[src/rtl/game_pkg.sv]
// Shared round-controller types: FSM state, code digit type and digit width.
// Latency: n/a (types and constants only).
// Backpressure: n/a.
package game_pkg;

    localparam int DIGIT_W = 4;

    typedef logic [DIGIT_W-1:0] digit_t;

    typedef enum logic [2:0] {
        IDLE,
        CAPTURE,
        ENTRY,
        MOTOR
    } round_state_t;

endpackage

[src/rtl/code_round_ctrl_if.sv]
// Bundle of generator, keypad and display/motor signals around the round controller.
// Latency: n/a (wiring only).
// Backpressure: none; every strobe is a single-cycle pulse that the consumer must take.
interface code_round_ctrl_if #(
    parameter int CODE_LEN = 4
);
    import game_pkg::*;

    // Random generator side
    logic                          rnd_valid;
    logic [7:0]                    rnd;
    logic [1:0]                    rnd_dir;
    logic [1:0]                    rnd_dur;

    // Game control and keypad
    logic                          start;
    logic                          key_valid;
    digit_t                        key;

    // Display / motor driver side
    logic [DIGIT_W*CODE_LEN-1:0]   code_out;
    logic                          code_show;
    logic                          busy;
    logic                          pass;
    logic                          fail;
    logic                          motor_en;
    logic [1:0]                    motor_dir;
    logic [7:0]                    score;

    modport master (
        output start, rnd_valid, rnd, rnd_dir, rnd_dur, key_valid, key,
        input  code_out, code_show, busy, pass, fail, motor_en, motor_dir, score
    );

    modport slave (
        input  start, rnd_valid, rnd, rnd_dir, rnd_dur, key_valid, key,
        output code_out, code_show, busy, pass, fail, motor_en, motor_dir, score
    );

endinterface

[src/rtl/motor_timer.sv]
// Runs the motor for (dur+1)*DUR_UNIT cycles after a load pulse; done flags the last run cycle.
// Latency: motor_en rises the cycle after load and falls right after the final counted cycle.
// Backpressure: none; a load while running restarts the count.
module motor_timer #(
    parameter int DUR_UNIT = 25_000_000
) (
    input  logic       clk,
    input  logic       reset,
    input  logic       load,
    input  logic [1:0] dur,
    output logic       motor_en,
    output logic       done
);

    // Counter must hold the longest run, 4*DUR_UNIT, without wrapping.
    localparam int CW = $clog2(4 * DUR_UNIT + 1);

    logic [CW-1:0] cnt;
    logic [CW-1:0] load_val;

    // Down-counter starts at N-1 so that exactly N cycles are spent with motor_en high.
    assign load_val = CW'((32'(dur) + 32'd1) * 32'(DUR_UNIT) - 32'd1);
    assign done     = motor_en && (cnt == '0);

    // Load, count down, and drop the enable on the terminal count.
    always_ff @(posedge clk or negedge reset) begin
        if (!reset) begin
            cnt      <= '0;
            motor_en <= 1'b0;
        end else if (load) begin
            cnt      <= load_val;
            motor_en <= 1'b1;
        end else if (motor_en) begin
            if (cnt == '0) begin
                motor_en <= 1'b0;
            end else begin
                cnt <= cnt - CW'(1);
            end
        end
    end

endmodule

[src/rtl/code_round_ctrl.sv]
// Game round controller: captures a random code, checks keypad entry, runs the motor on a pass.
// Latency: outputs registered; pass/fail one cycle after the deciding key. Optional ENTRY_TIMEOUT_EN.
// Backpressure: none; strobes not relevant to the current state are dropped.
module code_round_ctrl
    import game_pkg::*;
#(
    parameter int CODE_LEN = 4,
    parameter int DUR_UNIT = 25_000_000
`ifdef ENTRY_TIMEOUT_EN
    ,
    parameter int TIMEOUT_CYCLES = 1_000_000_000
`endif
) (
    input  logic               clk,
    input  logic               reset,
    code_round_ctrl_if.slave   bus
);

    localparam int IW = (CODE_LEN > 1) ? $clog2(CODE_LEN) : 1;
    localparam logic [IW-1:0] LAST = IW'(CODE_LEN - 1);

    round_state_t  state;
    logic [IW-1:0] idx;
    digit_t        digits [CODE_LEN];
    logic [1:0]    dir_q;
    logic [1:0]    dur_q;
    logic [7:0]    score_q;
    logic          pass_q;
    logic          fail_q;
    logic          busy_q;
    logic          show_q;

    logic          key_match;
    logic          last_hit;
    logic          mt_done;
    logic          mt_en;

    // Only the low nibble of the generator value is a digit.
    logic          unused_rnd_hi;
    assign unused_rnd_hi = ^bus.rnd[7:4];

    assign key_match = (bus.key == digits[idx]);
    assign last_hit  = (state == ENTRY) && bus.key_valid && key_match && (idx == LAST);

`ifdef ENTRY_TIMEOUT_EN
    localparam int TW = $clog2(TIMEOUT_CYCLES + 1);

    logic [TW-1:0] to_cnt;
    logic          to_hit;

    assign to_hit = (to_cnt == TW'(TIMEOUT_CYCLES - 1));

    // Idle-entry counter: zero outside ENTRY and after every key, so only silent cycles accumulate.
    always_ff @(posedge clk or negedge reset) begin
        if (!reset) begin
            to_cnt <= '0;
        end else if ((state != ENTRY) || bus.key_valid) begin
            to_cnt <= '0;
        end else begin
            to_cnt <= to_cnt + TW'(1);
        end
    end
`endif

    // Round FSM with the code buffer, latched motor parameters, score and status outputs.
    always_ff @(posedge clk or negedge reset) begin
        if (!reset) begin
            state   <= IDLE;
            idx     <= '0;
            dir_q   <= '0;
            dur_q   <= '0;
            score_q <= '0;
            pass_q  <= 1'b0;
            fail_q  <= 1'b0;
            busy_q  <= 1'b0;
            show_q  <= 1'b0;
            for (int i = 0; i < CODE_LEN; i++) begin
                digits[i] <= '0;
            end
        end else begin
            pass_q <= 1'b0;
            fail_q <= 1'b0;
            case (state)
                IDLE: begin
                    if (bus.start) begin
                        state  <= CAPTURE;
                        idx    <= '0;
                        busy_q <= 1'b1;
                        for (int i = 0; i < CODE_LEN; i++) begin
                            digits[i] <= '0;
                        end
                    end
                end
                CAPTURE: begin
                    if (bus.rnd_valid) begin
                        digits[idx] <= bus.rnd[DIGIT_W-1:0];
                        if (idx == LAST) begin
                            dir_q  <= bus.rnd_dir;
                            dur_q  <= bus.rnd_dur;
                            idx    <= '0;
                            state  <= ENTRY;
                            show_q <= 1'b1;
                        end else begin
                            idx <= idx + IW'(1);
                        end
                    end
                end
                ENTRY: begin
                    if (bus.key_valid) begin
                        if (!key_match) begin
                            fail_q <= 1'b1;
                            state  <= IDLE;
                            busy_q <= 1'b0;
                            show_q <= 1'b0;
                        end else if (idx == LAST) begin
                            pass_q <= 1'b1;
                            state  <= MOTOR;
                            show_q <= 1'b0;
                            if (score_q != 8'hFF) begin
                                score_q <= score_q + 8'd1;
                            end
                        end else begin
                            idx <= idx + IW'(1);
                        end
                    end
`ifdef ENTRY_TIMEOUT_EN
                    else if (to_hit) begin
                        fail_q <= 1'b1;
                        state  <= IDLE;
                        busy_q <= 1'b0;
                        show_q <= 1'b0;
                    end
`endif
                end
                MOTOR: begin
                    if (mt_done) begin
                        state  <= IDLE;
                        busy_q <= 1'b0;
                    end
                end
                default: begin
                    state  <= IDLE;
                    busy_q <= 1'b0;
                    show_q <= 1'b0;
                end
            endcase
        end
    end

    motor_timer #(
        .DUR_UNIT (DUR_UNIT)
    ) u_motor_timer (
        .clk      (clk),
        .reset    (reset),
        .load     (last_hit),
        .dur      (dur_q),
        .motor_en (mt_en),
        .done     (mt_done)
    );

    for (genvar g = 0; g < CODE_LEN; g++) begin : g_code_out
        assign bus.code_out[g*DIGIT_W +: DIGIT_W] = digits[g];
    end

    assign bus.code_show = show_q;
    assign bus.busy      = busy_q;
    assign bus.pass      = pass_q;
    assign bus.fail      = fail_q;
    assign bus.motor_en  = mt_en;
    assign bus.motor_dir = dir_q;
    assign bus.score     = score_q;

endmodule
[src/flat_wrapper.sv]
// flat-port wrapper written by rule: the top's interface ports become plain ports
module code_round_ctrl_flat import game_pkg::*;
#(
    parameter int CODE_LEN = 4,
    parameter int DUR_UNIT = 25_000_000

)
  (clk, reset, bus_start, bus_rnd_valid, bus_rnd, bus_rnd_dir, bus_rnd_dur, bus_key_valid, bus_key, bus_code_out, bus_code_show, bus_busy, bus_pass, bus_fail, bus_motor_en, bus_motor_dir, bus_score);
  code_round_ctrl_if #(.CODE_LEN(CODE_LEN)) bus_i ();
  input  logic clk;
  input  logic reset;
  input wire logic [$bits(bus_i.start)-1:0] bus_start;
  input wire logic [$bits(bus_i.rnd_valid)-1:0] bus_rnd_valid;
  input wire logic [$bits(bus_i.rnd)-1:0] bus_rnd;
  input wire logic [$bits(bus_i.rnd_dir)-1:0] bus_rnd_dir;
  input wire logic [$bits(bus_i.rnd_dur)-1:0] bus_rnd_dur;
  input wire logic [$bits(bus_i.key_valid)-1:0] bus_key_valid;
  input wire logic [$bits(bus_i.key)-1:0] bus_key;
  output wire logic [$bits(bus_i.code_out)-1:0] bus_code_out;
  output wire logic [$bits(bus_i.code_show)-1:0] bus_code_show;
  output wire logic [$bits(bus_i.busy)-1:0] bus_busy;
  output wire logic [$bits(bus_i.pass)-1:0] bus_pass;
  output wire logic [$bits(bus_i.fail)-1:0] bus_fail;
  output wire logic [$bits(bus_i.motor_en)-1:0] bus_motor_en;
  output wire logic [$bits(bus_i.motor_dir)-1:0] bus_motor_dir;
  output wire logic [$bits(bus_i.score)-1:0] bus_score;
  assign bus_i.start = bus_start;
  assign bus_i.rnd_valid = bus_rnd_valid;
  assign bus_i.rnd = bus_rnd;
  assign bus_i.rnd_dir = bus_rnd_dir;
  assign bus_i.rnd_dur = bus_rnd_dur;
  assign bus_i.key_valid = bus_key_valid;
  assign bus_i.key = bus_key;
  assign bus_code_out = bus_i.code_out;
  assign bus_code_show = bus_i.code_show;
  assign bus_busy = bus_i.busy;
  assign bus_pass = bus_i.pass;
  assign bus_fail = bus_i.fail;
  assign bus_motor_en = bus_i.motor_en;
  assign bus_motor_dir = bus_i.motor_dir;
  assign bus_score = bus_i.score;
  code_round_ctrl #(.CODE_LEN(CODE_LEN), .DUR_UNIT(DUR_UNIT)) u_core (.clk(clk), .reset(reset), .bus(bus_i));
endmodule
[config.mk]
export PLATFORM = sky130hd
export DESIGN_NAME = code_round_ctrl_flat
export DESIGN_NICKNAME = d
export VERILOG_FILES = /design/src/rtl/game_pkg.sv /design/src/rtl/code_round_ctrl_if.sv /design/src/rtl/motor_timer.sv /design/src/rtl/code_round_ctrl.sv /design/src/flat_wrapper.sv
export SDC_FILE = /design/constraint.sdc
export NUM_CORES = 1
export LEC_CHECK = 0
export CAP_MARGIN = 25
export CORE_MARGIN = 8
export CORE_UTILIZATION = 35
export DETAILED_ROUTE_END_ITERATION = 12
export SYNTH_ARGS = -nofsm -noshare
export SYNTH_HDL_FRONTEND = slang
export SYNTH_SLANG_ARGS = --single-unit
[constraint.sdc]
create_clock -name clk -period 3.7 [get_ports clk]
set_input_delay 0.925 -clock clk [delete_from_list [all_inputs] [get_ports clk]]
set_output_delay 0.925 -clock clk [all_outputs]
set_load 0.005 [all_outputs]
Word-level counts from Yosys, hierarchy flattened
Cells that the tools add are included.
W data, S select, Z words.
{"block": "totals", "reg_bits": 65, "latchBits": 0, "ram_bits": 0, "rom_bits": 0, "wordCells": 109, "mem_count": 0}
{"block": "classes", "n_addsub": 5, "multipliers": 1, "n_div": 0, "n_lt_le_gt_ge": 2, "n_eq_ne": 16, "shifts": 0, "muxes": 48, "bitwise_logic": 3, "n_reduce_logical": 19}
{"cell": "$mux W27", "count": 3}
{"cell": "$sub A27 B1 Y27 const B", "count": 2}
{"cell": "$mux W16", "count": 2}
{"cell": "$pmux W16 S2", "count": 1}
{"cell": "$logic_not A27 Y1", "count": 1}
{"cell": "$mul A3 B19 Y21 const B", "count": 1}
{"cell": "$mux W3", "count": 7}
{"cell": "$mux W1", "count": 19}
{"cell": "$bwmux W16", "count": 1}
{"cell": "$reduce_and A5 Y1", "count": 3}
{"cell": "$mux W2", "count": 6}
{"cell": "$mux W4", "count": 3}
{"cell": "$pmux W3 S4", "count": 1}
{"cell": "$reduce_and A6 Y1", "count": 2}
{"cell": "$ne A2 B2 Y1 const B", "count": 5}
{"cell": "$add A8 B1 Y8 const B", "count": 1}
{"cell": "$bmux W4 S2", "count": 1}
{"cell": "$demux W4 S2", "count": 1}
{"cell": "$ne A2 B1 Y1 const B", "count": 4}
{"cell": "$ne A8 B8 Y1 const B", "count": 1}
{"cell": "$eq A3 B2 Y1 const B", "count": 2}
{"cell": "$pmux W2 S3", "count": 1}
{"cell": "$reduce_and A3 Y1", "count": 2}
{"cell": "$logic_and A1 B1 Y1", "count": 5}
{"cell": "17 further kinds", "count": 19}

Logic depth before layout (Yosys ltp)
{"block": "logic_depth", "ltp_word": 9, "mapped_depth": 10, "ltp_nobuf": 9}

Cells and area by module
Synthesis repeated with hierarchy kept, for this count alone.
{"block": "unflattened", "cells_unflattened": 399, "area_unflattened_um2": 3907.5}
{"mod": "code_round_ctrl", "instances": 1, "cells_each": 187, "area_each_um2": 1981.9, "seq_area_each_um2": 900.9}
{"mod": "motor_timer", "instances": 1, "cells_each": 212, "area_each_um2": 1925.6, "seq_area_each_um2": 700.7}

Worst setup path before layout
No wires, ideal clock.
{"block": "synth_timing", "kind": "register -> register", "startpoint": "reg u_core.idx[0]", "endpoint": "reg u_core.score_q[1] (netlist: u_core.bus.score[1])", "setup_ns": 0.128, "arrival_ns": 2.260, "required_time_ns": 3.572, "path_slack_ns": 1.313, "stages_incl_launch_ff": 9, "period_less_slack_ns": 2.387, "path_cell_list": "dfrtp_1 buf_2 mux4_2 xnor2_1 nand4_1 or2_1 buf_6 a31oi_2 mux2_1"}
{"block": "synth_between", "elab_chain_cells": 6, "word_cells_on_any_way": 7, "cone_classes": "2 x eq/ne; 3 x mux; 1 x bitwise; 1 x reduce/logical"}
{"element": "start, declared", "line": "code_round_ctrl.sv:23", "text": "logic [IW-1:0] idx;"}
{"element": "start signal, assigned", "line": "code_round_ctrl.sv:104", "text": "idx <= idx + IW'(1);"}
{"element": "start signal, assigned", "line": "code_round_ctrl.sv:123", "text": "idx <= idx + IW'(1);"}
{"element": "$not A2 Y3 (implied by the code)", "line": "code_round_ctrl.sv:42", "text": "assign key_match = (bus.key == digits[idx]);"}
{"element": "$bmux W4 S2", "line": "code_round_ctrl.sv:42"}
{"element": "$mux W4 (implied by the code) (2 in a row)", "line": "code_round_ctrl.sv:42"}
{"element": "$eq A4 B4 Y1", "line": "code_round_ctrl.sv:42"}
{"element": "$reduce_and A5 Y1 (no line) *"}
{"element": "end signal, assigned", "line": "code_round_ctrl.sv:120", "text": "score_q <= score_q + 8'd1;"}
{"element": "end, declared", "line": "code_round_ctrl.sv:27", "text": "logic [7:0] score_q;"}
Mark *: on every way between the ends. The rest lies on a longest branch, timed or not. The select of a mux whose other input is x is not followed.
A chain may end at the register's enable or synchronous reset.

Worst setup path after layout
{"block": "layout_timing", "startpoint": "reg u_core.idx[0]", "endpoint": "reg u_core.u_motor_timer.cnt[15]"}
{"block": "layout_between", "elab_chain_cells": 9, "word_cells_on_any_way": 12, "cone_classes": "3 x eq/ne; 4 x mux; 1 x bitwise; 4 x reduce/logical"}
{"element": "$not A2 Y3 (implied by the code)", "line": "code_round_ctrl.sv:42"}
{"element": "$bmux W4 S2", "line": "code_round_ctrl.sv:42"}
{"element": "$mux W4 (implied by the code) (2 in a row)", "line": "code_round_ctrl.sv:42"}
{"element": "$eq A4 B4 Y1", "line": "code_round_ctrl.sv:42"}
{"element": "$logic_and A1 B1 Y1", "line": "code_round_ctrl.sv:43", "text": "assign last_hit = (state == ENTRY) && bus.key_valid && key_match && (idx == LAST);"}
{"element": "$logic_and A1 B1 Y1 *", "line": "code_round_ctrl.sv:43"}
{"element": "$ne A2 B1 Y1 (no line) or $reduce_bool A2 Y1 (tied branches)"}
{"element": "$reduce_and A2 Y1 (no line)"}
{"element": "end signal, assigned", "line": "motor_timer.sv:31", "text": "cnt <= load_val;"}
{"element": "end signal, assigned", "line": "motor_timer.sv:37", "text": "cnt <= cnt - CW'(1);"}
{"element": "end, declared", "line": "motor_timer.sv:18", "text": "logic [CW-1:0] cnt;"}
Marks and branches as above.

==> flow_metrics.env <==
export IMPL_count_of_mapped_cells_out_of_synthesis=360
export IMPL_vdd_ir_drop_worst_v=0.0002823
export IMPL_netlist_area_um2=3691
export IMPL_pin_count_of_the_biggest_net_entering_global_routing=32
export IMPL_synthSimpleGateAreaFrac=0.1753
export IMPL_place_detailed_hpwl_mm=6.267
export IMPL_setup_violations=0
export IMPL_cp_end_kind="register"
export IMPL_cts_made_buffers=9
export IMPL_worstPathRequired_ns=3.91
export IMPL_outcome="complete, no violations"
export IMPL_io_buffer_count=47
export IMPL_finalWorstPathRequiredPeriod_ns=2.843
export IMPL_p_sw_uw=784.4
export IMPL_clock_fmax_mhz=351.8
export IMPL_synth_sequential_area_ratio=0.4339
export IMPL_type_of_the_worst_setup_path="reg2reg"
export IMPL_final_core_util=0.4390
export IMPL_final_layout_size_suffix_gt1_frac=0.1010
export IMPL_sw_frac_of_total=0.3448
export IMPL_ys_warnings_count=0
export IMPL_postRouteWirelength_mm=8.574
export IMPL_synth_async_reset_ratio=1.000
export IMPL_finalClockSkew_ns=0.01321
export IMPL_number_of_global_route_vias_before_repair=2953
export IMPL_pwr_density_nw_per_um2=504.3
export IMPL_worst_slew_pin_slew_ns=0.8503
export IMPL_gp_routability_congestion=0.8217
export IMPL_clkLatencyLatePin_ns=0.35
export IMPL_rsz0062_at_grt="no"
export IMPL_num_rows=37
export IMPL_final_setup_worst_slack_ns=0.8573
export IMPL_dr_total_vias=2810
export IMPL_insertedDiodeCount=0
export IMPL_muxShareOfSynthArea=0.06847
export IMPL_flow_area_growth_from_synthesis_pct=22.24
export IMPL_report_final_hold_viol_count=0
export IMPL_synth_compound_area_frac=0.1353
export IMPL_postRouteAntennaNets=0
export IMPL_drt_first_iter_violations=88
export IMPL_antenna_found_initial=0
export IMPL_xor_xnor_fraction_of_synth_area=0.07831
export IMPL_post_drt_via_cell_ratio=5.091
export IMPL_p_comb_frac=0.336
export IMPL_clkPwrFrac=0.274
export IMPL_clock_path_buffers=2
export IMPL_tritoncts_clock_tree="done"
export IMPL_core_area_um2=10280
export IMPL_nets=454
export IMPL_slew_headroom=0.4257
export IMPL_yosys_register_bits=64
export IMPL_main_combinational_cell_family_by_area_after_synthesis="simple AND/OR/NAND/NOR gates"
export IMPL_synthFlopType="sky130_fd_sc_hd__dfrtp_1"
export IMPL_syn_area_per_cell_um2=10.25
export IMPL_start_kind="register"
export IMPL_yosys_cell_types_count=50
export IMPL_cap_violations=0
export IMPL_worst_path_max_fanout=23
export IMPL_wl_per_cell_um=15.53
export IMPL_min_path_type="reg2reg"
export IMPL_groute_usage_overall=0.1282
export IMPL_setup_total_negative_slack_ns=0
export IMPL_static_leakage_power_nw=1.819
export IMPL_holdBufCountCts=0
export IMPL_cts_htree_levels=3
export IMPL_slew_viol_final=0
export IMPL_synth_edf_count=0
export IMPL_p_int_mw=1.491
export IMPL_min_period_over_period=0.7683
export IMPL_die_width_um=118.7
export IMPL_pre_cts_ws_ns=0.6220
export IMPL_cts_sinks=64
export IMPL_gr_total_overflow=0
export IMPL_io_pin_count=52
export IMPL_crit_path_arrival_time_ns=3.05
export IMPL_synth_net_count=403
export IMPL_post_cts_setup_buffer_count=0
export IMPL_drt_pre_antenna_iters=4
export IMPL_initial_utilization=0.3591
export IMPL_grt_first_pass_wirelength_mm=14.80
export IMPL_cts_resized=0
export IMPL_remaining_drc_errors=0
export IMPL_cts_root_buf="sky130_fd_sc_hd__clkbuf_8"
export IMPL_clk_pin_slew_worst_paths_ns=0.09
export IMPL_design_die_area_um2=14090
export IMPL_pwr_share_seq=0.390
export IMPL_die_boundary_height_um=118.7
export IMPL_share_of_synthesized_cell_area_in_full_adder_half_adder_and_majority_cells=0.07458
cells in the mapped netlist (8+ instances only):
| cell type | number | area, um^2 |
|---|---|---|
| sky130_fd_sc_hd__a21oi_1 | 20 | 100.1 |
| sky130_fd_sc_hd__mux2_2 | 8 | 90.09 |
| sky130_fd_sc_hd__nor3_1 | 10 | 50.05 |
| sky130_fd_sc_hd__nand4_1 | 8 | 50.05 |
| sky130_fd_sc_hd__inv_1 | 16 | 60.06 |
| sky130_fd_sc_hd__a22o_1 | 16 | 140.1 |
| sky130_fd_sc_hd__xor2_1 | 13 | 113.9 |
| sky130_fd_sc_hd__nor2_1 | 14 | 52.55 |
| sky130_fd_sc_hd__nand2_1 | 32 | 120.1 |
| sky130_fd_sc_hd__clkbuf_1 | 9 | 33.78 |
| sky130_fd_sc_hd__dfrtp_1 | 64 | 1602 |
| sky130_fd_sc_hd__xnor2_1 | 20 | 175.2 |
| sky130_fd_sc_hd__ha_1 | 22 | 275.3 |
| sky130_fd_sc_hd__o21ai_0 | 10 | 50.05 |
| sky130_fd_sc_hd__nand3_1 | 12 | 60.06 |
cell families after synthesis:
logic type	Yosys count
buffers and inverters	30
AO/OA/AOI/OAI	72
multiplexers	19
XOR/XNOR	33
AND/OR/NAND/NOR	120
adder cells (fa/ha/maj)	22
flip-flops	64
through the flow:
step	hold slack, ns	std cells	cell area (um^2)	total power, mW
global route	0.5156	552	4512	2.429
detailed placement	0.4864	536	4309	1.668
global placement	0.4837	536	4309	1.661
finish	0.4966	552	4512	2.275
CTS	0.5005	552	4512	2.302
floorplan	0.4807	360	3691	1.382
flip-flops by register name, indices dropped and copies added, names as in the netlist, 2 cells and up:
register,count
u_core.idx,2
u_core.u_motor_timer.cnt,27
u_core.dur_q,2
u_core.bus.motor_dir,2
u_core.state,2
u_core.bus.code_out,16
u_core.bus.score,8
layout make-up:
| type | instances | area (um^2) |
|---|---|---|
| inverters | 17 | 63.81 |
| clock inverters | 7 | 78.83 |
| repair buffers | 53 | 510.5 |
| well taps | 136 | 170.2 |
| flip-flops and latches | 64 | 1602 |
| multi-input cells | 266 | 1963 |
| clock buffers | 9 | 123.9 |
| fillers | 1017 | 5766 |
power groups by stage:
stage	combinational (mW)	sequential, mW	clock (mW)
2_1_floorplan	0.511	0.871	0
3_3_place_gp	0.760	0.901	0
3_5_place_dp	0.765	0.902	0
4_1_cts	0.771	0.891	0.641
5_1_grt	0.847	0.905	0.676
6_report	0.765	0.887	0.623
critical path, stage by stage (launching register included):
cell and delay, ns:
sky130_fd_sc_hd__dfrtp_1 0.57, sky130_fd_sc_hd__mux4_2 0.56, sky130_fd_sc_hd__xnor2_1 0.20, sky130_fd_sc_hd__nand4_1 0.27
sky130_fd_sc_hd__or2_1 0.39, sky130_fd_sc_hd__buf_4 0.25, sky130_fd_sc_hd__nor2_1 0.35, sky130_fd_sc_hd__a21oi_1 0.07
final timing paths:
path	endpoint	slack [ns]	depth (start not counted)	from
worst max-delay path	u_core.u_motor_timer.cnt[15]$_DFFE_PN0P_	0.86	7	u_core.idx[0]$_DFFE_PN0P_
worst min-delay path	u_core.bus.score[5]$_DFFE_PN0P_	0.50	1	u_core.bus.score[5]$_DFFE_PN0P_
worst max register to register	u_core.u_motor_timer.cnt[15]$_DFFE_PN0P_	0.86	7	u_core.idx[0]$_DFFE_PN0P_
worst min register to register	u_core.bus.score[5]$_DFFE_PN0P_	0.50	1	u_core.bus.score[5]$_DFFE_PN0P_
max in group asynchronous	u_core.u_motor_timer.cnt[6]$_DFFE_PN0P_	2.36	2	reset
min in group asynchronous	u_core.u_motor_timer.cnt[10]$_DFFE_PN0P_	0.62	1	reset
per-layer routing:
metal / vias to the layer above / global-route usage / routed length, um
li1: 1392 / - / -
met1: 1343 / 0.1628 / 3988
met2: 66 / 0.2038 / 3995
met3: 9 / 0.04093 / 497
met4: 0 / 0.03874 / 93
met5: - / 0 / 0
placed cells by master, fill, tap and decap left out, drive strengths merged, types with 13 or more instances in the layout:
cell type | netlist | routed
nand2 | 32 | 32
dfrtp | 64 | 64
clkdlybuf4s50 | 0 | 46
a22o | 16 | 16
xnor2 | 20 | 20
a21oi | 20 | 20
xor2 | 13 | 13
inv | 17 | 19
ha | 22 | 22
nor2 | 14 | 14
Power figures use the tool's default switching activity.
